File: config.mk
export PLATFORM = sky130hd
export DESIGN_NAME = mem_port_arbiter_flat
export DESIGN_NICKNAME = d
export VERILOG_FILES = /design/src/rtl/mem_port_arbiter_if.sv /design/src/rtl/mem_port_arbiter.sv /design/src/flat_wrapper.sv
export SDC_FILE = /design/constraint.sdc
export NUM_CORES = 1
export LEC_CHECK = 0
export CELL_PAD_IN_SITES_DETAIL_PLACEMENT = 1
export CELL_PAD_IN_SITES_GLOBAL_PLACEMENT = 1
export CORE_ASPECT_RATIO = 1.4
export CORE_MARGIN = 2
export CORE_UTILIZATION = 32
export CTS_CLUSTER_SIZE = 25
export DETAILED_ROUTE_END_ITERATION = 12
export PLACE_DENSITY_LB_ADDON = 0.1
export RECOVER_POWER = 25
export SETUP_SLACK_MARGIN = 0.1
export SLEW_MARGIN = 20
export SYNTH_ARGS = -nofsm -noshare
export SYNTH_HDL_FRONTEND = slang
export SYNTH_SLANG_ARGS = --single-unit
File: constraint.sdc
create_clock -name clk -period 3.2 [get_ports clk]
set_clock_uncertainty 0.2 [all_clocks]
set_input_delay 0.64 -clock clk [delete_from_list [all_inputs] [get_ports clk]]
set_output_delay 0.64 -clock clk [all_outputs]
set_load 0.03 [all_outputs]
File: src/rtl/mem_port_arbiter_if.sv
// Bus bundle between the two requesters (fetch, data), the shared memory
// and the arbiter.
//
// Handshake: a requester raises *_req with its address/controls stable and
// holds it until its one-cycle *_ack pulse. Requests are looked at only while
// the arbiter is idle. In the cycle after its ack, a requester drops req or
// presents a new request. *_rdata is valid in the ack cycle and is held
// afterwards. mem_rdata must be valid by the last cycle of mem_en.
interface mem_port_arbiter_if #(
  parameter int AW = 32,
  parameter int DW = 32
);
  logic          if_req;
  logic [AW-1:0] if_addr;
  logic [DW-1:0] if_rdata;
  logic          if_ack;
  logic          dm_req;
  logic          dm_we;
  logic [3:0]    dm_be;
  logic [AW-1:0] dm_addr;
  logic [DW-1:0] dm_wdata;
  logic [DW-1:0] dm_rdata;
  logic          dm_ack;
  logic          mem_en;
  logic          mem_we;
  logic [3:0]    mem_be;
  logic [AW-1:0] mem_addr;
  logic [DW-1:0] mem_wdata;
  logic [DW-1:0] mem_rdata;
  logic          busy;
  logic          grant_id;

  // Arbiter side.
  modport slave (
    input  if_req, if_addr, dm_req, dm_we, dm_be, dm_addr, dm_wdata, mem_rdata,
    output if_rdata, if_ack, dm_rdata, dm_ack, mem_en, mem_we, mem_be,
           mem_addr, mem_wdata, busy, grant_id
  );

  // Requester/memory side.
  modport master (
    output if_req, if_addr, dm_req, dm_we, dm_be, dm_addr, dm_wdata, mem_rdata,
    input  if_rdata, if_ack, dm_rdata, dm_ack, mem_en, mem_we, mem_be,
           mem_addr, mem_wdata, busy, grant_id
  );
endinterface

File: src/rtl/mem_port_arbiter.sv
// Arbiter sharing one single-ported memory between instruction fetch and
// data access. Data wins by default; after STARVE_MAX consecutive data
// grants with fetch waiting, fetch is forced through. Each transaction is
// IDLE (1 cycle) -> ACCESS (MEM_LAT cycles) -> RESP (1 cycle, ack).
module mem_port_arbiter #(
  parameter int AW         = 32,
  parameter int DW         = 32,
  parameter int MEM_LAT    = 2,
  parameter int STARVE_MAX = 4
) (
  input  logic             clk,
  input  logic             rst,
  mem_port_arbiter_if.slave bus,
  output logic [1:0]       o_dbg_state
);

  localparam int LW = (MEM_LAT > 1) ? $clog2(MEM_LAT) : 1;
  localparam int SW = $clog2(STARVE_MAX + 1);

  localparam logic [1:0] S_IDLE   = 2'd0;
  localparam logic [1:0] S_ACCESS = 2'd1;
  localparam logic [1:0] S_RESP   = 2'd2;

  logic [1:0]    r_state;
  logic [LW-1:0] r_lat_cnt;
  logic [SW-1:0] r_starve_cnt;
  logic          r_mem_en;
  logic          r_mem_we;
  logic [3:0]    r_mem_be;
  logic [AW-1:0] r_mem_addr;
  logic [DW-1:0] r_mem_wdata;
  logic [DW-1:0] r_if_rdata;
  logic          r_if_ack;
  logic [DW-1:0] r_dm_rdata;
  logic          r_dm_ack;
  logic          r_busy;
  logic          r_grant_id;

  logic w_starved;
  logic w_grant_dm;
  logic w_grant_if;

  // Fetch is forced only when it is waiting and data has already had its run.
  assign w_starved  = bus.if_req && (r_starve_cnt == SW'(STARVE_MAX));
  assign w_grant_dm = bus.dm_req && !w_starved;
  assign w_grant_if = bus.if_req && !w_grant_dm;

  // Transaction sequencer: arbitration, latching, memory drive and response.
  always_ff @(posedge clk) begin
    if (rst) begin
      r_state      <= S_IDLE;
      r_lat_cnt    <= '0;
      r_starve_cnt <= '0;
      r_mem_en     <= 1'b0;
      r_mem_we     <= 1'b0;
      r_mem_be     <= '0;
      r_mem_addr   <= '0;
      r_mem_wdata  <= '0;
      r_if_rdata   <= '0;
      r_if_ack     <= 1'b0;
      r_dm_rdata   <= '0;
      r_dm_ack     <= 1'b0;
      r_busy       <= 1'b0;
      r_grant_id   <= 1'b0;
    end else begin
      // Acks are single-cycle pulses; only the ACCESS exit sets them.
      r_if_ack <= 1'b0;
      r_dm_ack <= 1'b0;
      case (r_state)
        S_IDLE: begin
          if (w_grant_dm && bus.if_req) begin
            if (r_starve_cnt != SW'(STARVE_MAX)) r_starve_cnt <= r_starve_cnt + 1'b1;
          end else begin
            r_starve_cnt <= '0;
          end
          if (w_grant_dm) begin
            r_state     <= S_ACCESS;
            r_busy      <= 1'b1;
            r_grant_id  <= 1'b1;
            r_mem_en    <= 1'b1;
            r_mem_we    <= bus.dm_we;
            r_mem_be    <= bus.dm_be;
            r_mem_addr  <= bus.dm_addr;
            r_mem_wdata <= bus.dm_wdata;
            r_lat_cnt   <= LW'(MEM_LAT - 1);
          end else if (w_grant_if) begin
            r_state     <= S_ACCESS;
            r_busy      <= 1'b1;
            r_grant_id  <= 1'b0;
            r_mem_en    <= 1'b1;
            r_mem_we    <= 1'b0;
            r_mem_be    <= 4'b1111;
            r_mem_addr  <= bus.if_addr;
            r_mem_wdata <= '0;
            r_lat_cnt   <= LW'(MEM_LAT - 1);
          end
        end
        S_ACCESS: begin
          if (r_lat_cnt == '0) begin
            r_state  <= S_RESP;
            r_mem_en <= 1'b0;
            r_mem_we <= 1'b0;
            if (r_grant_id) begin
              r_dm_ack <= 1'b1;
              // A store leaves the previous load data in place.
              if (!r_mem_we) r_dm_rdata <= bus.mem_rdata;
            end else begin
              r_if_ack   <= 1'b1;
              r_if_rdata <= bus.mem_rdata;
            end
          end else begin
            r_lat_cnt <= r_lat_cnt - 1'b1;
          end
        end
        S_RESP: begin
          r_state <= S_IDLE;
          r_busy  <= 1'b0;
        end
        default: begin
          r_state <= S_IDLE;
          r_busy  <= 1'b0;
        end
      endcase
    end
  end

  assign bus.if_rdata  = r_if_rdata;
  assign bus.if_ack    = r_if_ack;
  assign bus.dm_rdata  = r_dm_rdata;
  assign bus.dm_ack    = r_dm_ack;
  assign bus.mem_en    = r_mem_en;
  assign bus.mem_we    = r_mem_we;
  assign bus.mem_be    = r_mem_be;
  assign bus.mem_addr  = r_mem_addr;
  assign bus.mem_wdata = r_mem_wdata;
  assign bus.busy      = r_busy;
  assign bus.grant_id  = r_grant_id;
  assign o_dbg_state   = r_state;

endmodule

File: src/flat_wrapper.sv
// flat-port wrapper written by rule: the top's interface ports become plain ports
module mem_port_arbiter_flat 
#(
  parameter int AW         = 32,
  parameter int DW         = 32,
  parameter int MEM_LAT    = 2,
  parameter int STARVE_MAX = 4
)
  (clk, rst, o_dbg_state, bus_if_req, bus_if_addr, bus_dm_req, bus_dm_we, bus_dm_be, bus_dm_addr, bus_dm_wdata, bus_mem_rdata, bus_if_rdata, bus_if_ack, bus_dm_rdata, bus_dm_ack, bus_mem_en, bus_mem_we, bus_mem_be, bus_mem_addr, bus_mem_wdata, bus_busy, bus_grant_id);
  mem_port_arbiter_if #(.AW(AW), .DW(DW)) bus_i ();
  input  logic clk;
  input  logic rst;
  output logic [1:0] o_dbg_state;
  input wire logic [$bits(bus_i.if_req)-1:0] bus_if_req;
  input wire logic [$bits(bus_i.if_addr)-1:0] bus_if_addr;
  input wire logic [$bits(bus_i.dm_req)-1:0] bus_dm_req;
  input wire logic [$bits(bus_i.dm_we)-1:0] bus_dm_we;
  input wire logic [$bits(bus_i.dm_be)-1:0] bus_dm_be;
  input wire logic [$bits(bus_i.dm_addr)-1:0] bus_dm_addr;
  input wire logic [$bits(bus_i.dm_wdata)-1:0] bus_dm_wdata;
  input wire logic [$bits(bus_i.mem_rdata)-1:0] bus_mem_rdata;
  output wire logic [$bits(bus_i.if_rdata)-1:0] bus_if_rdata;
  output wire logic [$bits(bus_i.if_ack)-1:0] bus_if_ack;
  output wire logic [$bits(bus_i.dm_rdata)-1:0] bus_dm_rdata;
  output wire logic [$bits(bus_i.dm_ack)-1:0] bus_dm_ack;
  output wire logic [$bits(bus_i.mem_en)-1:0] bus_mem_en;
  output wire logic [$bits(bus_i.mem_we)-1:0] bus_mem_we;
  output wire logic [$bits(bus_i.mem_be)-1:0] bus_mem_be;
  output wire logic [$bits(bus_i.mem_addr)-1:0] bus_mem_addr;
  output wire logic [$bits(bus_i.mem_wdata)-1:0] bus_mem_wdata;
  output wire logic [$bits(bus_i.busy)-1:0] bus_busy;
  output wire logic [$bits(bus_i.grant_id)-1:0] bus_grant_id;
  assign bus_i.if_req = bus_if_req;
  assign bus_i.if_addr = bus_if_addr;
  assign bus_i.dm_req = bus_dm_req;
  assign bus_i.dm_we = bus_dm_we;
  assign bus_i.dm_be = bus_dm_be;
  assign bus_i.dm_addr = bus_dm_addr;
  assign bus_i.dm_wdata = bus_dm_wdata;
  assign bus_i.mem_rdata = bus_mem_rdata;
  assign bus_if_rdata = bus_i.if_rdata;
  assign bus_if_ack = bus_i.if_ack;
  assign bus_dm_rdata = bus_i.dm_rdata;
  assign bus_dm_ack = bus_i.dm_ack;
  assign bus_mem_en = bus_i.mem_en;
  assign bus_mem_we = bus_i.mem_we;
  assign bus_mem_be = bus_i.mem_be;
  assign bus_mem_addr = bus_i.mem_addr;
  assign bus_mem_wdata = bus_i.mem_wdata;
  assign bus_busy = bus_i.busy;
  assign bus_grant_id = bus_i.grant_id;
  mem_port_arbiter #(.AW(AW), .DW(DW), .MEM_LAT(MEM_LAT), .STARVE_MAX(STARVE_MAX)) u_core (.clk(clk), .rst(rst), .bus(bus_i), .o_dbg_state(o_dbg_state));
endmodule
## After elaboration in Yosys (flattened, before gate mapping)

Cells that the tools add are included.

| operators by class | value |
|---|---|
| add/sub/neg operators | 2 |
| eq/ne operators | 6 |
| multiplexer cells | 25 |
| bitwise operators | 4 |
| reduce and logical (&&, ||, !) cells | 18 |

Operators by type and width:

| cell | count |
|---|---|
| $mux 32 | 4 |
| $reduce_and 2->1 | 5 |
| $mux 1 | 9 |
| $mux 4 | 2 |
| $pmux 1 s2 | 4 |
| $mux 2 | 3 |
| $mux 3 | 2 |
| $reduce_and 3->1 | 2 |
| $logic_and 1x1->1 | 4 |
| $ne 2x2->1 const B | 2 |
| $not 1->1 | 4 |
| $pmux 2 s2 | 1 |
| $reduce_and 4->1 | 1 |
| $reduce_bool 2->1 | 2 |
| $add 3x1->3 const B | 1 |
| $eq 3x3->1 const B | 1 |
| $ne 3x1->1 const B | 1 |
| $ne 3x3->1 const B | 1 |
| $reduce_or 3->1 | 1 |
| $eq 2x1->1 const B | 1 |
| $logic_not 1->1 | 2 |
| $logic_not 2->1 | 1 |
| $sub 1x1->1 const B | 1 |

| word-level totals | value |
|---|---|
| bits in registers | 144 |
| input bits | 137 |
| output and inout port bits | 140 |
| word-level logic and storage cells | 69 |

## Longest topological paths before layout

Gate-level depths: netlist of run 1.

| depth | value |
|---|---|
| depth in word-level cells | 9 |
| gate-level depth with buffers | 7 |

## Worst setup path after synthesis of run 1

Ideal clock, no wire load.

| path | value |
|---|---|
| path type | register to register |
| from | reg u_core.r_state[1], in the netlist u_core.o_dbg_state[1] |
| to | reg u_core.r_mem_addr[2], in the netlist u_core.bus.mem_addr[2] |
| setup time | 0.134 ns |
| data arrival time | 1.492 ns |
| data required time | 2.866 ns |
| path slack | 1.375 ns |
| stages on the path, launching flop included | 7 |
| clock period less this slack | 1.825 ns |
| cell sequence | dfxtp_1 -> buf_6 -> or2_1 -> buf_6 -> buf_6 -> a2111oi_1 -> nor4_1 |

| between the ends | value |
|---|---|
| cells in the longest elaborated chain, start to end | 2 |

RTL lines:

| element | line | RTL |
|---|---|---|
| start, declared | mem_port_arbiter.sv:24 | `logic [1:0] r_state;` |
| start signal, assigned | mem_port_arbiter.sv:51 | `r_state <= S_IDLE;` |
| start signal, assigned | mem_port_arbiter.sv:77 | `r_state <= S_ACCESS;` |
| start signal, assigned | mem_port_arbiter.sv:87 | `r_state <= S_ACCESS;` |
| $logic_not 2->1 | mem_port_arbiter.sv:69 | `case (r_state)` |
| $reduce_and 2->1 (no line) | n/a |  |
| end signal, assigned | mem_port_arbiter.sv:83 | `r_mem_addr <= bus.dm_addr;` |
| end signal, assigned | mem_port_arbiter.sv:93 | `r_mem_addr <= bus.if_addr;` |
| end, declared | mem_port_arbiter.sv:30 | `logic [AW-1:0] r_mem_addr;` |

No other way between the ends.
A chain may end at the register's enable or synchronous reset.

## Final worst setup path of run 1

| path | value |
|---|---|
| from | reg u_core.r_state[1], in the netlist u_core.o_dbg_state[1] |
| to | out o_dbg_state[1] |

RTL lines:

| element | line | RTL |
|---|---|---|
| end, declared | flat_wrapper.sv:13 | `output logic [1:0] o_dbg_state;` |

No word-level cell between the ends.

==> results.md, run 1 <==
- The run finished with clean final reports.
- The kind of cell with the highest combined delay along the critical path is buffers and inverters.
- The number of buffers created by CTS is 17.
- The synthesized area per cell is 8.68 um^2.
- The standby leakage power is 3.15 nW.
- The number of buffer and inverter stages on the critical path is 1.
- At the pin with the least slew margin, the transition time is 1430 ps.
- The number of hold buffers added after CTS was 0.
- The H-tree level count is 4.
- The sequential-to-total area share from yosys stat is 46.9%.
- The clock passes through at most 2 buffers.
- The overall die area is 20400 um^2.
- The hold violation total from the final report is 0.
- For the worst setup path, the data required time is 2360 ps.
- Hold is met by 253 ps.
- The worst endpoint data arrival time is 1880 ps.
- The worst-case IR drop observed on VDD is 0.290 mV.
- Setup repair after global routing left no endpoint under its margin.
- Walking the worst path, the cells encountered are clkdlybuf4s50_1.
- For this run, the slowest stage of the critical path takes 800 ps.
- Across every metal layer, demand over resource in global routing totals 22.4%.
- The max capacitance violation total is 0.
- The clock tree from TritonCTS is done.
- The sort of element at the start of the critical path is a flip-flop.
- The number of cells on the worst reg-to-reg path is 4.
- The kind of critical path is flip-flop to output pin.
- Summing all non-filler instances in the final layout gives an area of 9600 um^2.
- At the later pin of the worst-skew pair, clock insertion delay measures 420 ps.
- The first global-routing pass estimated 36500 um of wire.
- Headroom to the max-slew limit came out at 4.35%.
- Ranked by instance count, the synthesized netlist is headed by sky130_fd_sc_hd__dfxtp_1, sky130_fd_sc_hd__a21oi_1, sky130_fd_sc_hd__nand2_1.
- The number of synthesis warnings is 0.
- The instance count of the mapped netlist is 709.
- The share of layout cells above drive strength 1 is 8.66%.
- The final sum of negative setup slack is 0 ps.
- The largest total area in the synthesized netlist belongs to sky130_fd_sc_hd__dfxtp_1.
- After synthesis, the cell types taking the most area are sky130_fd_sc_hd__dfxtp_1, sky130_fd_sc_hd__a21oi_1, sky130_fd_sc_hd__o21ai_0, sky130_fd_sc_hd__nand2_1, sky130_fd_sc_hd__clkbuf_1.
- The number of global-route vias before repair was 6975.
- The area growth from synthesis to layout is 56.1%.
- The worst-path cell with the longest stage delay is sky130_fd_sc_hd__clkdlybuf4s50_1.
- The total core area is 19100 um^2.
- The total power of the final layout is 5.29 mW.
- The count of buffers added by post-CTS timing repair for setup is 0.
- Tracing the worst setup path back leads to its startpoint at u_core.o_dbg_state[1].
- The number of nets in the synthesized netlist is 848.
- The count of nets left with antenna violations once routing finished came out at 0.
- The last element of the critical path is o_dbg_state[1].
- Summed over its instances, the top area cell type makes up 46.9% of the synthesized netlist area.
- Yosys mapped a number of flops with a built-in enable equal to 0.
- The congestion estimate from routability-driven global placement came to 0.753.
- The worst reg-to-reg setup slack is 500 ps.
- Once the floorplan was initialized, standard cells occupied 32.3% of the core.
- The pin count of the biggest net entering global routing is 98.
- The worst hold path belongs to the class flip-flop to flip-flop.
- STA classifies the critical path endpoint as an output pin.
- After detailed placement, the total cell area comes to 9010 um^2.
- For this run, the detailed router's first-pass iteration total came to 4.
- In this run the count of I/O pins placed on the die edge is 277.
- The total number of cells along the worst setup path is 1.
- The detailed-route DRC error count is 0.
- The root buffer cell is sky130_fd_sc_hd__clkbuf_16.
- The CTS clock-pin slew for the worst setup and hold paths is 60 ps.
- The horizontal die dimension is 121 um.
- The startpoint identified for the worst register-to-register timing path is u_core.o_dbg_state[1].
- From bottom edge to top edge, the die measures 168 um.
- The worst flop-to-flop path endpoint is u_core.bus.dm_rdata[22].
- The number of nets in the final layout is 1073.
- The maximum clock rate is 368 MHz.
- The clock period minus final worst setup slack is 2720 ps.
- In the final routed layout, each cell accounts on average for 19.5 um.
- Yosys mapped the design onto 36 distinct sky130hd cell types.
- The most frequent cell after synthesis is sky130_fd_sc_hd__dfxtp_1.
- The count of final max-slew check failures is 0.
- The initial antenna violation count came to 2.
- The number of rows in the core area is 60.
- Of all nets on the critical path, the largest fanout is 10.
- The synthesized flop and latch total is 144.
- The detail-routed via count per cell is 5.45.
- The total number of vias is 6520.
- The number of buffers inserted by port buffering is 276.
- The HPWL after detailed placement is 15700 um.
- The final critical path takes up 85.0% of the cycle.
- The number of clock sinks is 144.
- Summed over all layers, the global routing overflow is 0.
- In this run the power density over the cells is 551 nW/um^2.
- In the synthesized netlist the async set-or-reset flop fraction comes to 0%.
- The synthesized cell area is 6150 um^2.
- The aggregate routed wire length is 23400 um.
- The most used flip-flop cell after synthesis is sky130_fd_sc_hd__dfxtp_1.
- The number of DRC markers after the initial detailed-route iteration is 403.
- The post-cts sizing count is 0.
- The number of setup violations in the final report is 0.
metrics by stage:
step	instances	util (%)	setup slack [ps]
floorplan	709	-	1370
global placement	1163	47.3	581
detailed placement	1163	47.3	477
CTS	1195	50.3	460
global route	1197	50.3	233
finish	1197	50.3	480
logic make-up after synthesis:
| logic type | after synthesis | share of synthesized area (%) |
|---|---|---|
| compound gates | 244 | 23.5 |
| simple gates | 227 | 22.1 |
| flops | 144 | 46.9 |
| buf+inv | 92 | 7.16 |
| fa+ha+maj | 2 | 0.407 |
where the power goes:
group | switching [mW] | leakage (nW) | internal (mW)
sequential | 0.0869 | 1.18 | 1.93
clock | 0.821 | 0.273 | 1.16
combinational | 0.751 | 1.70 | 0.536
worst register-to-register path, delay by kind of cell, from the launching register on:
kind	cells	cell delay, ps
and+or+nand+nor	1	230
DFF	1	660
buffers and inverters	1	1050
AOI/OAI and AO/OA	2	490
placed cells by master (no fill, tap or decap), types with 3 or more instances in the layout:
cell                              instances
sky130_fd_sc_hd__clkdlybuf4s50_1        273
sky130_fd_sc_hd__dfxtp_1                144
sky130_fd_sc_hd__a21oi_1                140
sky130_fd_sc_hd__nand2_1                 69
sky130_fd_sc_hd__o21ai_0                 66
sky130_fd_sc_hd__nand3_1                 34
sky130_fd_sc_hd__nand4_1                 33
sky130_fd_sc_hd__nor4_1                  32
sky130_fd_sc_hd__nor4b_1                 22
sky130_fd_sc_hd__clkbuf_16               17
sky130_fd_sc_hd__buf_4                   17
sky130_fd_sc_hd__a2111oi_2               12
sky130_fd_sc_hd__nor4b_2                 10
sky130_fd_sc_hd__a2111oi_1               10
sky130_fd_sc_hd__a2111oi_0               10
sky130_fd_sc_hd__nor3_1                   6
sky130_fd_sc_hd__a211oi_1                 4
sky130_fd_sc_hd__clkinvlp_4               4
sky130_fd_sc_hd__inv_6                    4
sky130_fd_sc_hd__nor2_1                   3
sky130_fd_sc_hd__clkbuf_1                 3
sky130_fd_sc_hd__buf_12                   3
area by class of cell:
| class | count | area [um^2] |
|---|---|---|
| tap | 248 | 310 |
| inverter | 2 | 7.51 |
| timing repair buffer | 296 | 2940 |
| antenna | 2 | 5.00 |
| fill | 2223 | 9470 |
| clock inverter | 13 | 154 |
| sequential | 144 | 2880 |
| clock buffer | 19 | 433 |
| multi-input combinational | 473 | 2870 |
state kept, by name (all words and copies together) (netlist names), 2 cells and up:
register              count
u_core.bus.dm_rdata      32
u_core.bus.if_rdata      32
u_core.bus.mem_addr      32
u_core.bus.mem_be         4
u_core.bus.mem_wdata     32
u_core.o_dbg_state        2
u_core.r_starve_cnt       3
how the worst min path moves through the flow:
stage	from	to	slack (ps)	cells after the start
2_1_floorplan	u_core.r_starve_cnt[0]	u_core.r_starve_cnt[0]	250	2
3_3_place_gp	u_core.bus.if_rdata[5]	u_core.bus.if_rdata[5]	240	2
3_5_place_dp	u_core.bus.if_rdata[12]	u_core.bus.if_rdata[12]	250	2
4_1_cts	u_core.bus.if_rdata[12]	u_core.bus.if_rdata[12]	250	2
5_1_grt	u_core.bus.if_rdata[21]	u_core.bus.if_rdata[21]	270	2
6_report	u_core.bus.if_rdata[12]	u_core.bus.if_rdata[12]	250	2
routing by layer:
metal  global-route usage (%)  wire length (um)  vias to the layer above
li1                         -                 -                     3089
met3                     6.84              1610                       34
met5                        0                 0                        -
met2                     39.7             12200                      212
met1                     25.1              8920                     3185
met4                     8.40               617                        0
(Power assumes the default switching activity.)
==> inputs of run 2 (changes only) <==
Settings changed: CORE_MARGIN 2 to unset, SETUP_SLACK_MARGIN 0.1 to 0.4.
==> results.md, run 2 (same netlist as run 1, synthesis figures left out) <==
- The flow ran to the end, and the final reports show no timing, DRC or antenna violations.
- The horizontal die dimension is 119 um.
- For the pin with the worst max-slew slack, the measured transition is 1440 ps.
- The worst hold path depth is 2.
- The number of buffers inserted by port buffering is 276.
- The count of filler cells inserted in the layout is 2138.
- Excluding fillers, the count of instances in the completed layout stands at 1190.
- The layer with the highest usage after global routing is met2.
- Global routing used 23.3% of the available tracks across all layers.
- The first-pass GRT wire length is 36600 um.
- Clock tree synthesis found a total of 144 sinks.
- The classification of the worst-slack hold path is flip-flop to flip-flop.
- At the worst endpoint, the arrival time is 1700 ps.
- Across the VDD grid, the largest voltage drop is 0.272 mV.
- For this design the top-level I/O count stands at 277.
- The pin count of the biggest net entering global routing is 88.
- The cell count after placement is 1157.
- Clock-pin slew was measured on the worst setup and hold paths at 60 ps.
- The power per unit of standard cell area is 546 nW/um^2.
- The final sum of negative setup slack is 0 ps.
- For met3 alone, demand over resource in global routing was 6.83%.
- The sort of element at the start of the critical path is a flip-flop.
- Once detailed placement completed, the half-perimeter wirelength came to 15500 um.
- The average wire length per cell after detail routing is 19.4 um.
- The final weighted congestion in routability-driven placement is 0.777.
- The count of final max-slew check failures is 0.
- The die height is 166 um.
- In this run the number of cells on the critical path is 1.
- Summing internal, switching and leakage power gives 5.23 mW.
- Traced cell by cell, the critical path runs through clkdlybuf4s50_1.
- The number of buffers created by CTS is 17.
- In the routed design, unresolved DRC markers number 0.
- The standby leakage power is 3.14 nW.
- Cells fill 51.3% of the core in the end.
- The residual antenna-violating net count after detailed routing is 0.
- The gate family responsible for the most delay along the worst path is buffers and inverters.
- Counting both buffers and inverters, the worst setup path holds a total of 1.
- The aggregate routed wire length is 23100 um.
- The required time of the critical path is 2360 ps.
- STA classifies the critical path endpoint as an output pin.
- The max capacitance violation total is 0.
- The worst-path cell with the longest stage delay is sky130_fd_sc_hd__clkdlybuf4s50_1.
- The clock tree from TritonCTS is done.
- The maximum count of clock buffers along a single path is 2.
- The number of global-route vias before repair is 6864.
- The total number of vias is 6558.
- After detailed routing, the number of vias per cell comes to 5.51.
- Relative to the synthesized area, the layout overhead comes to 55.8%.
- Setup violations remaining at the end of the flow were counted as 0.
- The number of nets in the final layout is 1071.
- The post-route netlist has 8.68% of its cells at a drive strength greater than 1.
- The clock latency reported for the late side of the worst-skew pair is 420 ps.
- The overall die area is 19800 um^2.
- Global routing consumed, on the met2 layer, 41.6% of the routing resources.
- The leading cell type in the layout, fill and taps excluded is sky130_fd_sc_hd__clkdlybuf4s50_1.
- The initial antenna violation count is 1.
- The initial standard-cell utilization of the core is 32.9%.
- The detailed-router iteration count before antenna repair is 4.
- The worst reg2reg path depth is 4.
- The total core area is 18700 um^2.
- The stage delay of the slowest cell on the critical path is 770 ps.
- The final worst setup slack is 661 ps.
- The final worst-path cycle share is 79.3%.
- The post-route worst hold slack is 255 ps.
- For this run, global-route usage on met1 was measured as 25.4%.
- CTS built an H-tree with a depth of 4.
- Hold repair after CTS inserted 0 buffers.
- The kind of critical path is flip-flop to output pin.
- Measured against its own limit, the worst slew margin works out to 4.08%.
- The hold violation total from the final report is 0.
- The highest fanout seen on the critical path is 9.
- The summed area of non-filler cells in the final layout is 9590 um^2.
- The top cell types in the final layout, fill and taps aside, are sky130_fd_sc_hd__clkdlybuf4s50_1, sky130_fd_sc_hd__dfxtp_1, sky130_fd_sc_hd__a21oi_1, sky130_fd_sc_hd__nand2_1, sky130_fd_sc_hd__o21ai_0.
- The detailed router finished its first iteration with 418 violations.
- The total overflow left after global routing is 0.
- Timing would allow up to 394 MHz.
- The clock period minus final worst setup slack is 2540 ps.
- The total cell area at the placement stage is 9010 um^2.
- Setup repair after global routing left no endpoint under its margin.
- Row generation in the floorplan step produced 59 rows.
- The root buffer cell is sky130_fd_sc_hd__clkbuf_16.
- The worst-case setup slack after placement is 403 ps.
run 2: changes by cell type in the layout (fill, tap and decap cells not counted), sizes merged:
cell    before  now
buf         21   18
bufinv       2    0
clkinv       2    4
clkbuf      20   21
diode        2    1
run 2: timing repair:
action	CTS	global route
setup endpoints to repair	0	1
setup buffers	0	0
hold endpoints to repair	0	0
resized for setup	0	1
run 2: report_power, final:
part | switching [mW] | total, mW | internal, mW | leakage [nW]
registers | 0.0855 | 2.01 | 1.93 | 1.18
clock network | 0.867 | 1.93 | 1.06 | 0.269
logic | 0.753 | 1.29 | 0.538 | 1.69
run 2: layer usage:
layer,vias up,share of wire [%]
met5,-,0
met4,0,3.0
met3,39,6.6
met2,221,51
met1,3221,39
li1,3077,-
run 2: final cells by class:
class,count,area (um^2),share of cell area [%]
Timing Repair Buffer,294,2950,30.7
Antenna cell,1,2.50,0.0261
Sequential cell,144,2880,30.1
Clock inverter,13,121,1.27
Clock buffer,19,453,4.72
Tap cell,244,305,3.18
Multi-Input combinational cell,473,2870,29.9
Inverter,2,7.51,0.0783
run 2: final timing paths:
kind / from / slack [ps] / to
worst max-delay path: u_core.o_dbg_state[0] / 660 / o_dbg_state[0]
worst max register to register: u_core.bus.grant_id / 750 / u_core.bus.if_rdata[21]
worst min-delay path: u_core.bus.if_rdata[17] / 260 / u_core.bus.if_rdata[17]
worst min register to register: u_core.bus.if_rdata[17] / 260 / u_core.bus.if_rdata[17]
run 2: tightest hold or removal path: cells and delay by family, from the launching register on:
| family | cells | cell delay [ps] |
|---|---|---|
| flops | 1 | 310 |
| simple gates | 1 | 50 |
| compound gates | 1 | 50 |
==> inputs of run 3 (changes only) <==
Settings changed: CORE_UTILIZATION 32 to 27.
Clock period 3.2 ns to 2.3 ns, I/O delays scaled along.
==> results.md, run 3 (same netlist as run 1, synthesis figures left out) <==
- The hold violation total from the final report is 0.
- In this run the deepest clock path goes through 2 buffers.
- In this run the core area contains 65 standard-cell rows.
- Relative to the synthesized area, the layout overhead comes to 59.8%.
- The kind of critical path is flip-flop to flip-flop.
- The count of final max-slew check failures is 0.
- In the final layout, the share of cells above drive strength 1 is 11.6%.
- Once detailed placement completed, the half-perimeter wirelength came to 16300 um.
- Summed over all nets, the switching power comes to 2.27 mW.
- The first global-routing pass estimated 37000 um of wire.
- At the end of routability-driven placement, the weighted congestion stood at 0.778.
- Based on the critical path, the design can be clocked at up to 486 MHz.
- The finished cells cover 9830 um^2.
- The part of the total power dissipated in sequential elements is 36.9%.
- The clock tree from TritonCTS is done.
- The endpoint type of the worst setup path is a flip-flop.
- Setup violations remaining at the end of the flow were counted as 0.
- The average wire length per cell after detail routing is 19.0 um.
- The worst path in the final design needs a cycle of 2060 ps, including I/O delays and setup.
- Counting every sink on the clock net gives 144.
- The final critical path takes up 89.5% of the cycle.
- The max capacitance violation total is 0.
- The residual antenna-violating net count after detailed routing is 0.
- The initial standard-cell utilization of the core is 27.4%.
- The H-tree level count is 4.
- The detail-routed via count per cell is 5.21.
- Before antenna repair, the detailed router went through 5 iterations.
- The root buffer cell is sky130_fd_sc_hd__clkbuf_16.
- Buffers placed on the I/O ports in this run total 276.
- After clock tree synthesis, the clock-pin slew on the worst setup and hold paths is 60 ps.
- Summed over all cells, the static leakage comes to 3.83 nW.
- The highest ir drop seen on vdd is 0.527 mV.
- In this run the worst hold path is classified as input port to flip-flop.
- The die height is 181 um.
- The floorplan step defined a die boundary enclosing 23400 um^2.
- In this run switching power makes up 30.0% of total power.
- In the global route stage, overall resource usage came out at 20.4%.
- Combinational cells account for 22.9% of the total power.
- The number of nets in the final layout is 1083.
- The initial antenna violation count is 3.
- The pin count of the biggest net entering global routing is 72.
- The clock reaches the later pin of the worst-skew pair after 420 ps.
- The total number of vias is 6568.
- 277 I/O pins were placed.
- The total cell area at the placement stage is 9230 um^2.
- The pin slew with the least headroom to its limit is 656 ps.
- The detailed-route DRC error count is 0.
- Counting instances, the worst hold path has a depth of 2.
- The die is 130 um wide.
- The library cells used most frequently in the layout, excluding fill and tap cells, are sky130_fd_sc_hd__dfxtp_1, sky130_fd_sc_hd__a21oi_1, sky130_fd_sc_hd__clkdlybuf4s50_1, sky130_fd_sc_hd__dlygate4sd2_1, sky130_fd_sc_hd__nand2_1.
- In this run the register-to-register setup slack is 240 ps.
- The number of buffers created by CTS is 17.
- In this run the tightest slew margin relative to its limit is 56.3%.
- After detailed routing, the total wire length is 23900 um.
- The total core area is 22400 um^2.
- Leaving out fill and tap cells, the most frequent cell in the layout is sky130_fd_sc_hd__dfxtp_1.
- The count of buffers added by post-CTS timing repair for setup is 0.
- The run finished with clean final reports.
- STA classifies the critical path startpoint as a flip-flop.
- Internal power comes to 5.31 mW.
- The number of DRC markers after the initial detailed-route iteration is 303.
- For this design the ratio of total power to cell area is 771 nW/um^2.
- For the worst setup path, the data arrival time is 2170 ps.
- Adding up every negative setup slack in the final design gives 0 ps.
- The number of global-route vias before repair is 7052.
- The number of cells on the worst reg-to-reg path is 5.
- Of all nets on the critical path, the largest fanout is 54.
- For this run the aggregate overflow at the end of global routing stands at 0.
- Of the total power, the clock network draws 40.1%.
- Setup repair after global routing could not meet its margin everywhere.
- For the worst setup path, the data required time is 2410 ps.
## run 3: changes by cell type in the layout (fill, tap and decap cells not counted), moves of 7 or more
cell                              previous run  this run
sky130_fd_sc_hd__clkdlybuf4s50_1           273       133
sky130_fd_sc_hd__dlygate4sd2_1               0       128
sky130_fd_sc_hd__clkdlybuf4s15_1             0         8
sky130_fd_sc_hd__a2111oi_2                  12        19
## run 3: power groups by stage
| stage | combinational, mW | sequential (mW) | clock (mW) |
|---|---|---|---|
| after global placement | 1.81 | 2.85 | 0 |
| after detailed placement | 1.85 | 2.86 | 0 |
| after global routing | 1.86 | 2.82 | 3.22 |
| after floorplan | 0.648 | 3.19 | 0 |
| final | 1.74 | 2.80 | 3.04 |
| after CTS | 1.74 | 2.80 | 3.12 |
## run 3: path summary, 6_finish.rpt
check                          start                 endpoint
max            u_core.o_dbg_state[1]   u_core.bus.mem_addr[5]
min                              rst  u_core.bus.if_rdata[25]
max reg2reg    u_core.o_dbg_state[1]   u_core.bus.mem_addr[5]
min reg2reg  u_core.bus.if_rdata[12]  u_core.bus.if_rdata[12]
## run 3: what timing repair did
action	4_1_cts	5_1_grt
hold buffers	0	0
resized for setup	160	36
gates cloned	0	0
setup endpoints to repair	195	119
## run 3: final cells by class
cell class | count | area [um^2]
clock inverters | 9 | 153
repair buffers | 306 | 2950
clock buffers | 23 | 498
diodes | 2 | 5.00
fillers | 2592 | 12600
well taps | 301 | 377
inverters | 2 | 7.51
flip-flops and latches | 144 | 2890
multi-input cells | 473 | 2960
## run 3: metal layers
metal / vias up / global-route usage, % / part of all wire, %
met5: - / 0 / 0.054
met4: 2 / 9.44 / 3.4
met3: 44 / 6.12 / 6.6
met2: 211 / 37.2 / 52
met1: 3214 / 21.0 / 38
li1: 3097 / - / -
## run 3: stage by stage
step                util [%]  worst slack, ps  hold WS (ps)  power, mW  instances
CTS                     43.4              294           220       7.65       1258
detailed placement      41.1            -42.9           247       4.70       1226
finish                  43.8              243           231       7.58       1260
global placement        41.1             53.8           241       4.66       1226
floorplan                  -              475           249       3.84        709
global route            43.8              155           234       7.90       1260
## run 3: worst max-delay path: stages, from the launching register on
cell,delay [ps]
sky130_fd_sc_hd__dfxtp_1,380
sky130_fd_sc_hd__buf_4,200
sky130_fd_sc_hd__nor2_1,140
sky130_fd_sc_hd__clkbuf_4,580
sky130_fd_sc_hd__a21oi_1,180
sky130_fd_sc_hd__nor4_1,250
